### config.mk
export PLATFORM = sky130hd
export DESIGN_NAME = minterm_scan_ctrl
export DESIGN_NICKNAME = d
export VERILOG_FILES = /design/src/rtl/minterm_scan_ctrl.sv
export SDC_FILE = /design/constraint.sdc
export NUM_CORES = 1
export LEC_CHECK = 0
export ABC_AREA = 1
export CORE_UTILIZATION = 47
export DETAILED_ROUTE_END_ITERATION = 8
export GPL_ROUTABILITY_DRIVEN = 0
export PLACE_DENSITY_LB_ADDON = 0.08
export SLEW_MARGIN = 25
export SYNTH_ARGS = -nofsm -noshare
export SYNTH_HDL_FRONTEND = slang
export SYNTH_SLANG_ARGS = --single-unit
### constraint.sdc
create_clock -name clk -period 1.7 [get_ports clk]
set_clock_uncertainty 0.2 [all_clocks]
set_input_delay 0.34 -clock clk [delete_from_list [all_inputs] [get_ports clk]]
set_output_delay 0.34 -clock clk [all_outputs]
set_load 0.005 [all_outputs]
### src/rtl/minterm_scan_ctrl.sv
// Walks a 4-input function through all 16 minterms, captures its truth table and compares against a golden copy.
// Each minterm is held SETTLE cycles before f_in is sampled; done pulses 16*SETTLE+1 edges after start.
module minterm_scan_ctrl #(
  parameter int SETTLE = 1
) (
  input  logic        clk,
  input  logic        rst,
  input  logic        start,
  input  logic        abort,
  input  logic [15:0] expected,
  input  logic        f_in,
  output logic [3:0]  m_out,
  output logic        busy,
  output logic        done,
  output logic        valid,
  output logic [15:0] tt,
  output logic [4:0]  mismatch_cnt,
  output logic [3:0]  first_fail,
  output logic        pass
);

  localparam logic [3:0] SETTLE_LD = 4'(SETTLE);

  typedef enum logic [1:0] {IDLE, SCAN, DONE} state_t;

  state_t      state;
  logic [3:0]  settle_cnt;
  logic [15:0] exp_q;
  logic        sample_edge;
  logic        miss;

  // The sample edge is the one on which the settle counter would reach zero.
  assign sample_edge = (settle_cnt == 4'd1);
  assign miss        = (f_in != exp_q[m_out]);
  assign pass        = valid && (mismatch_cnt == 5'd0);

  always_ff @(posedge clk or posedge rst) begin
    if (rst) begin
      state        <= IDLE;
      m_out        <= 4'd0;
      busy         <= 1'b0;
      done         <= 1'b0;
      valid        <= 1'b0;
      tt           <= 16'd0;
      mismatch_cnt <= 5'd0;
      first_fail   <= 4'd0;
      settle_cnt   <= 4'd0;
      exp_q        <= 16'd0;
    end else begin
      done <= 1'b0;
      case (state)
        IDLE: begin
          if (start) begin
            state        <= SCAN;
            busy         <= 1'b1;
            m_out        <= 4'd0;
            valid        <= 1'b0;
            tt           <= 16'd0;
            mismatch_cnt <= 5'd0;
            first_fail   <= 4'd0;
            exp_q        <= expected;
            settle_cnt   <= SETTLE_LD;
          end
        end
        SCAN: begin
          if (abort) begin
            // Partial tt/mismatch_cnt are left visible; valid stays low.
            state      <= IDLE;
            busy       <= 1'b0;
            m_out      <= 4'd0;
            settle_cnt <= 4'd0;
          end else if (sample_edge) begin
            tt[m_out] <= f_in;
            if (miss) begin
              mismatch_cnt <= mismatch_cnt + 5'd1;
              if (mismatch_cnt == 5'd0) first_fail <= m_out;
            end
            if (m_out == 4'd15) begin
              state      <= DONE;
              settle_cnt <= 4'd0;
            end else begin
              m_out      <= m_out + 4'd1;
              settle_cnt <= SETTLE_LD;
            end
          end else begin
            settle_cnt <= settle_cnt - 4'd1;
          end
        end
        DONE: begin
          state <= IDLE;
          busy  <= 1'b0;
          done  <= 1'b1;
          valid <= 1'b1;
        end
        default: state <= IDLE;
      endcase
    end
  end

endmodule

; Word-level counts from Yosys, hierarchy flattened
; Cells that the tools add are included.
[classes]
n_addsub = 3
order_cmp = 2
n_eq_ne = 14
n_mux = 40
reduce_logical = 16
[op_table]
columns = cell, n
row1 = $mux 16, 3
row2 = $mux 4, 11
row3 = $pmux 16 s2, 1
row4 = $pmux 4 s2, 3
row5 = $mux 5, 4
row6 = $bwmux 16, 1
row7 = $ne 2x2->1 const B, 6
row8 = $pmux 5 s2, 1
row9 = $ne 3x3->1 const B, 3
row10 = $mux 2, 4
row11 = $reduce_and 4->1, 2
row12 = $mux 1, 7
row13 = $reduce_and 2->1, 3
row14 = $reduce_and 3->1, 2
row15 = $reduce_and 6->1, 1
row16 = $add 5x1->5 const B, 1
row17 = $logic_not 5->1, 1
row18 = $lt 4x5->1 const B, 1
row19 = $reduce_and 5->1, 1
row20 = $add 4x1->4 const B, 1
row21 = $bmux 1 s4, 1
row22 = $demux 1 s4, 1
row23 = $eq 4x1->1 const B, 1
row24 = $eq 4x4->1 const B, 1
row25 = other kinds (12), 14
[totals]
ff_bits = 54
output_inout_bits = 33
wordCells = 85

; Logic depth before layout (Yosys ltp)
; Gate-level depths: netlist (run 1).
[logic_depth]
depth_word = 8
mapped_depth = 13
depth_no_buf = 12

; Worst setup path before layout (run 1)
; No wires, ideal clock.
[synth_timing]
path_kind = register to register
from = reg state[0]
to = reg tt[3]
arrival_ns = 1.573
required_ns = 1.362
path_slack_ns = -0.210
stages_incl_launch_ff = 12
path_buffers = 1
path_cell_list = dfrtp_1 inv_1 ha_1 inv_2 or2_4 inv_2 nor2_8 nand2_4 inv_4 nand3_4 buf_6 o31ai_4
[synth_between]
elab_chain_len = 3
elab_cells_between_ends = 8
classes_between = eq/ne: 4 / mux: 1 / reduce/logical: 3
[synth_rtl]
columns = item, line_no
row1 = "start, declared", 26  ; state_t state;
row2 = "start signal, assigned", 39  ; state <= IDLE;
row3 = "start signal, assigned", 54  ; state <= SCAN;
row4 = "start signal, assigned", 68  ; state <= IDLE;
row5 = $eq 2x1->1 or $logic_not 2->1 (tied branches), 51  ; case (state)
row6 = $ne 2x2->1 (no source line) or $reduce_bool 2->1 (tied branches), n/a
row7 = $reduce_and 4->1 (no source line), n/a
row8 = "end signal, assigned by index", 73  ; tt[m_out] <= f_in;
row9 = "end, declared", 16  ; output logic [15:0] tt,
; Parallel ways exist; a longest one is shown, timed or not.
; A chain may end at the register's enable or synchronous reset.

; Final worst setup path (run 1)
[layout_timing]
from = reg state[1]
to = reg tt[4]
; The elaborated chain is that of the path after synthesis.

==> out/results.txt, run 1 <==
Syn Nets -> 382
Syn Area/Cell -> 8.29 um^2
violated checks -> negative setup slack
Max Root-Sink Buffers -> 2
Hold-fix buffers, CTS -> 0
most frequent cells in the layout -> nand2_1, buf_4, dfrtp_1
fill count -> 376
critical path type -> reg -> reg
Hold Path Class -> in -> async
DIE HEIGHT -> 80.5 um
Critical Path Sink -> tt[4]$_DFFE_PP0P_
Final Net Count -> 521
CP startpoint kind -> register
Slew HR -> 0.770
Post-Place Cell Area -> 3900 um^2
largest net degree at the start of global routing -> 55
Fin. Hold Viols -> 0
Congestion Overflow GR -> 0
CTS tree -> yes
R2R Path End -> tt[4]$_DFFE_PP0P_
Worst setup EP type -> register
fmax -> 501 MHz
R2R depth -> 11
Post-DP HPWL -> 5160 um
setup slack after placement -> -0.456 ns
number of diodes -> 0
# H-tree levels -> 2
fin crit share -> 1.17
Final ANT Viol Nets -> 0
Synth Flop Type -> dfrtp_1
area occupied by multi-input gates -> 1640 um^2
Synth warnings -> 0
Clock Sink Count -> 54
Routed WL -> 8830 um
synth unique cells -> 38
Async SR Flop Fraction -> 1.00
P_int -> 4.47 mW
Peak VDD IR -> 1.10 mV
power density cells -> 1650 nW/um^2
# IOs -> 54
first-pass GRT wire length -> 13,100 um
clock latency at the later pin of the worst-skew pair -> 0.32 ns
port bufs -> 53
Net Switching -> 3.33 mW
Net Sw Frac -> 0.427
post-synth top area cell -> dfrtp_1
synth top area cells -> dfrtp_1, nand2_1, o21ai_0
Seq pwr share -> 0.224
Initial DRC Count -> 206
row cnt -> 28
Slew Limit Fails -> 0
R2R setup slack -> -0.30 ns
full die area -> 6480 um^2
wire per inst -> 15.7 um
Yosys top cell area share -> 0.467
layout cells sized above 1 -> 0.380
#FFs+latches synth -> 54
Final Util -> 0.797
status -> finished, violations left
max-cap viol count -> 0
vias in the first global route -> 2,862
worst slew pin tran -> 0.343 ns
leakage -> 2.38 nW
P&R area growth vs syn -> 63.0%
initial antenna violation count -> 0
Vias -> 2,932
Inserted Clock Buffers -> 5
Post-synth EDFFs -> 0
Initial Util -> 0.489
Gate Count Post-Synth -> 349
GR Util All Layers -> 0.265
synthesized area -> 2890 um^2
Final Setup Violations -> 37
Crit path required time -> 1.72 ns
clock transition at the registers of the reported paths -> 0.10 ns
R2R Path Start -> state[1]$_DFFE_PP0P_
minimum clock period -> 2.00 ns
combinational share of power -> 0.640
Final Worst Setup Slack -> -0.296 ns
CP Max Fanout -> 4
crit path from -> state[1]$_DFFE_PP0P_
drc violations -> 0
die width -> 80.5 um
commonest non-fill, non-tap cell in the layout -> nand2_1
clk root buf -> clkbuf_8
drt first pass iters -> 4
post-DR vias/cell -> 5.20
core box area -> 5920 um^2
Critical Path AT -> 2.01 ns
clock share of power -> 0.136
Reg area -> 1360 um^2
Seq/Total Area, Yosys -> 0.467
RSZ-0062 raised after global routing -> true
Final Instance Area -> 4720 um^2
critical path: stages (launching register included):
cell and delay (ns):
dfrtp_1 0.41, inv_2 0.11, ha_4 0.16, inv_2 0.04, or2_4 0.26, inv_4 0.09
nor2_8 0.05, nand2_8 0.10, buf_6 0.11, buf_6 0.11, a21oi_2 0.04, o22ai_1 0.22
stage by stage:
step,power [mW],setup TNS [ns],instances,hold slack (ns)
floorplan,3.76,-4.10,349,0.208
global placement,5.04,-10.48,519,0.259
detailed placement,5.13,-11.78,519,0.266
CTS,7.01,-5.99,553,0.264
global route,8.30,-10.20,564,0.288
finish,7.80,-6.89,564,0.229
final cells by class:
class / instances / area share
repair buffers: 141 / 0.266
flip-flops and latches: 54 / 0.288
clock inverters: 2 / 0.0127
inverters: 54 / 0.0488
clock buffers: 6 / 0.0175
well taps: 75 / 0.0199
multi-input cells: 232 / 0.348
worst min path at each step:
| stage | slack, ns | endpoint | depth (start not counted) | startpoint |
|---|---|---|---|---|
| 4_1_cts | 0.26 | first_fail[0]$_DFFE_PP0P_ | 3 | rst |
| 5_1_grt | 0.29 | first_fail[3]$_DFFE_PP0P_ | 3 | rst |
| 2_1_floorplan | 0.21 | busy$_DFFE_PP0P_ | 1 | rst |
| 3_3_place_gp | 0.26 | first_fail[0]$_DFFE_PP0P_ | 2 | first_fail[0]$_DFFE_PP0P_ |
| 3_5_place_dp | 0.27 | first_fail[1]$_DFFE_PP0P_ | 2 | first_fail[1]$_DFFE_PP0P_ |
| 6_report | 0.23 | first_fail[3]$_DFFE_PP0P_ | 3 | rst |
cell usage after synthesis (2+ instances only):
library cell and n:
a21oi_1 12, buf_2 2, buf_4 2, clkbuf_1 4
dfrtp_1 54, ha_1 12, inv_1 49, inv_2 4
nand2_1 92, nand2_2 3, nand3_1 16, nand4_1 7
nor2_1 11, nor2_2 3, nor3_1 5, o21ai_0 37
o21ai_1 4, o22ai_1 3, o31ai_1 6, o31ai_2 5
kinds of logic after synthesis:
| kind of cell | after synthesis | synth area share |
|---|---|---|
| simple gates | 143 | 0.224 |
| flops | 54 | 0.467 |
| fa+ha+maj | 12 | 0.0519 |
| buf+inv | 64 | 0.0899 |
| xor+xnor | 1 | 0.00303 |
| compound gates | 75 | 0.164 |
metal layers:
layer | up-vias | track usage | share of wire | wire length (um)
li1 | 1409 | - | - | -
met1 | 1411 | 0.337 | 0.42 | 3680
met2 | 86 | 0.464 | 0.51 | 4520
met4 | 0 | 0.0911 | 0.022 | 195
met3 | 26 | 0.0307 | 0.050 | 439
met5 | - | 0 | 0 | 0
power groups by stage:
stage          registers [mW]  clock network [mW]  logic [mW]
3_3_place_gp             1.76                   0        3.28
4_1_cts                  1.74                1.08        4.20
5_1_grt                  1.78                1.12        5.40
6_report                 1.75                1.06        4.99
3_5_place_dp             1.77                   0        3.36
2_1_floorplan            1.78                   0        1.98
state kept, by name, summed over array words and instances, names as in the netlist:
register,cells
busy,1
state,2
exp_q,16
first_fail,4
m_out,4
done,1
settle_cnt,4
valid,1
tt,16
mismatch_cnt,5
timing repair:
item / in CTS / in global routing
cloned: 2 / 0
pin swaps: 14 / 19
setup endpoints to repair: 67 / 39
setup buffers: 24 / 11
resized for setup: 98 / 48
(Power assumes the default switching activity.)
==> run 2, diff against run 1 <==
Settings changed: CAP_MARGIN from default to 0, CORE_ASPECT_RATIO from default to 0.8, HOLD_SLACK_MARGIN from default to 0.08.
==> run 2 against run 1 <==
The run still ends with negative setup slack left. Die area barely moved. Sequential cell count did not move. Wire length barely moved. Critical endpoint is now first_fail[2]$_DFFE_PP0P_. Critical path type unchanged. Highest routed layer unchanged.
==> out/results.txt, run 2 (synthesis results as in run 1) <==
Slew HR -> 0.730 (was 0.770)
RSZ-0062 raised after global routing -> true (unchanged)
Final ANT Viol Nets -> 0 (unchanged)
number of diodes -> 0 (unchanged)
Top Registers -> exp_q (16), tt (16), mismatch_cnt (5) (unchanged)
full die area -> 6480 um^2 (about the same)
wire per inst -> 15.4 um (was 15.7 um)
CP delay by family, top -> simple AND/OR/NAND/NOR gates (was buffers and inverters)
# H-tree levels -> 2 (unchanged)
Max Root-Sink Buffers -> 2 (unchanged)
worst slew pin tran -> 0.403 ns (was 0.343 ns)
grt met3 use -> 0.0503 (was 0.0307)
Final Power -> 7.83 mW (was 7.80 mW)
Hold WS -> 0.219 ns (was 0.229 ns)
Final Net Count -> 525 (was 521)
CTS tree -> yes (unchanged)
area occupied by multi-input gates -> 1680 um^2 (was 1640 um^2)
largest net degree at the start of global routing -> 34 (was 55)
crit path from -> state[1]$_DFFE_PP0P_ (unchanged)
Crit path required time -> 1.75 ns (was 1.72 ns)
leakage -> 2.38 nW (about the same)
clock share of power -> 0.136 (about the same)
power density cells -> 1640 nW/um^2 (was 1650 nW/um^2)
Net Sw Frac -> 0.434 (was 0.427)
most frequent cells in the layout -> buf_4, nand2_1, dfrtp_1 (was nand2_1, buf_4, dfrtp_1)
fin crit share -> 1.14 (was 1.17)
critical path type -> reg -> reg (unchanged)
R2R depth -> 11 (unchanged)
CP startpoint kind -> register (unchanged)
die width -> 89.7 um (was 80.5 um)
Initial DRC Count -> 208 (was 206)
CP Max Fanout -> 4 (unchanged)
violated checks -> negative setup slack (unchanged)
row cnt -> 25 (was 28)
clock transition at the registers of the reported paths -> 0.10 ns (about the same)
Inserted Clock Buffers -> 5 (unchanged)
Hold Path Class -> in -> async (unchanged)
Seq pwr share -> 0.223 (was 0.224)
met2 Usage GRT -> 0.455 (was 0.464)
Final Setup Violations -> 36 (was 37)
drt first pass iters -> 4 (unchanged)
GR peak layer -> met2 (unchanged)
# IOs -> 54 (unchanged)
minimum clock period -> 1.94 ns (was 2.00 ns)
crit-path most repeated cell -> inv_2
status -> finished, violations left (unchanged)
Slew Limit Fails -> 0 (unchanged)
initial antenna violation count -> 0 (unchanged)
Congestion Overflow GR -> 0 (unchanged)
CP bufs+invs -> 4 (was 5)
layout cells sized above 1 -> 0.412 (was 0.380)
Worst setup EP type -> register (unchanged)
Worst path max stage delay -> 0.38 ns (was 0.41 ns)
Critical Path, Cell by Cell -> inv_2, ha_4, inv_2, or2_4, inv_4, nor2_8, nand2_8, a21oi_4, buf_6, nand4_1, nand2_1 (was inv_2, ha_4, inv_2, or2_4, inv_4, nor2_8, nand2_8, buf_6, buf_6, a21oi_2, o22ai_1)
Critical Path AT -> 1.99 ns (was 2.01 ns)
R2R Path Start -> state[1]$_DFFE_PP0P_ (unchanged)
Clock Sink Count -> 54 (unchanged)
port bufs -> 53 (unchanged)
post-DR vias/cell -> 5.18 (was 5.20)
fill count -> 374 (was 376)
GR Util All Layers -> 0.260 (was 0.265)
P_int -> 4.43 mW (was 4.47 mW)
Routed WL -> 8830 um (about the same)
DIE HEIGHT -> 72.2 um (was 80.5 um)
P&R area growth vs syn -> 65.1% (was 63.0%)
Vias -> 2,974 (was 2,932)
clock latency at the later pin of the worst-skew pair -> 0.32 ns (about the same)
Final Worst Setup Slack -> -0.242 ns (was -0.296 ns)
placed cells -> 530 (was 519)
fmax -> 515 MHz (was 501 MHz)
commonest non-fill, non-tap cell in the layout -> buf_4 (was nand2_1)
Reg area -> 1360 um^2 (about the same)
Net Switching -> 3.40 mW (was 3.33 mW)
met1 Use GR -> 0.326 (was 0.337)
clk root buf -> clkbuf_8 (unchanged)
Fin. Hold Viols -> 0 (unchanged)
Finished Layout Cells -> 574 (was 564)
max-cap viol count -> 0 (unchanged)
vias in the first global route -> 2,962 (was 2,862)
core box area -> 5910 um^2 (was 5920 um^2)
first-pass GRT wire length -> 13,400 um (was 13,100 um)
R2R setup slack -> -0.24 ns (was -0.30 ns)
Initial Util -> 0.490 (was 0.489)
drc violations -> 0 (unchanged)
Post-DP HPWL -> 5190 um (was 5160 um)
Critical Path Sink -> first_fail[2]$_DFFE_PP0P_ (was tt[4]$_DFFE_PP0P_)
combinational share of power -> 0.641 (was 0.640)
Worst path depth -> 11 (unchanged)
Peak VDD IR -> 1.44 mV (was 1.10 mV)
CP max stage cell -> dfrtp_1 (unchanged)
R2R Path End -> first_fail[2]$_DFFE_PP0P_ (was tt[4]$_DFFE_PP0P_)
==> run 2: cell count changes in the layout (fill, tap and decap cells not counted), moves of 4 or more <==
cell and delta:
nand3_2 +5, nand2_2 +14, inv_1 +4, buf_6 +8, inv_2 -4, nand3_1 -5, nand2_1 -12
==> run 2: area by class of cell <==
class	instances	share of cell area
Multi-Input combinational cell	233	0.351
Sequential cell	54	0.284
Timing Repair Buffer	144	0.266
Inverter	54	0.0477
Tap cell	81	0.0212
Clock buffer	6	0.0173
Clock inverter	2	0.0126
==> run 2: metrics by stage <==
step	utilization	instance area, um^2	setup WS, ns	setup TNS (ns)
detailed placement	0.670	3960	-0.459	-12.33
global route	0.808	4780	-0.331	-9.13
finish	0.808	4780	-0.242	-6.26
global placement	0.670	3960	-0.395	-10.64
CTS	0.762	4500	-0.185	-4.53
floorplan	-	2920	-0.185	-4.10
==> run 2: repair_timing <==
action | in CTS | in global routing
cloned | 3 | 0
resized for setup | 91 | 68
endpoints found under the setup margin | 66 | 40
hold buffers | 0 | 0
setup buffers | 30 | 4
pin swaps | 15 | 26
==> run 2: worst min path at each step <==
stage               slack (ns)                       from  cells past startpoint                   endpoint
CTS                       0.22                        rst                      3       exp_q[5]$_DFFE_PP0P_
floorplan                 0.21                        rst                      1           busy$_DFFE_PP0P_
global placement          0.25  first_fail[2]$_DFFE_PP0P_                      2  first_fail[2]$_DFFE_PP0P_
finish                    0.22                        rst                      3       exp_q[5]$_DFFE_PP0P_
global route              0.23                        rst                      3       exp_q[5]$_DFFE_PP0P_
detailed placement        0.26  first_fail[2]$_DFFE_PP0P_                      2  first_fail[2]$_DFFE_PP0P_
==> run 2: power by group through the flow <==
stage	clock network, mW	registers, mW	logic [mW]
4_1_cts	1.08	1.74	4.21
3_3_place_gp	0	1.76	3.29
6_report	1.06	1.75	5.02
5_1_grt	1.12	1.77	5.38
3_5_place_dp	0	1.77	3.38
2_1_floorplan	0	1.78	1.98
==> run 2: tightest hold or removal path, cell delays in order <==
cell             delay, ns
clkdlybuf4s50_1       0.44
clkinvlp_4            0.13
buf_12                0.18
==> run 2: metal layers <==
layer / routed length (um) / vias to the layer above
li1: - / 1427
met1: 3790 / 1464
met2: 4550 / 72
met3: 348 / 11
met4: 146 / 0
met5: 0 / -
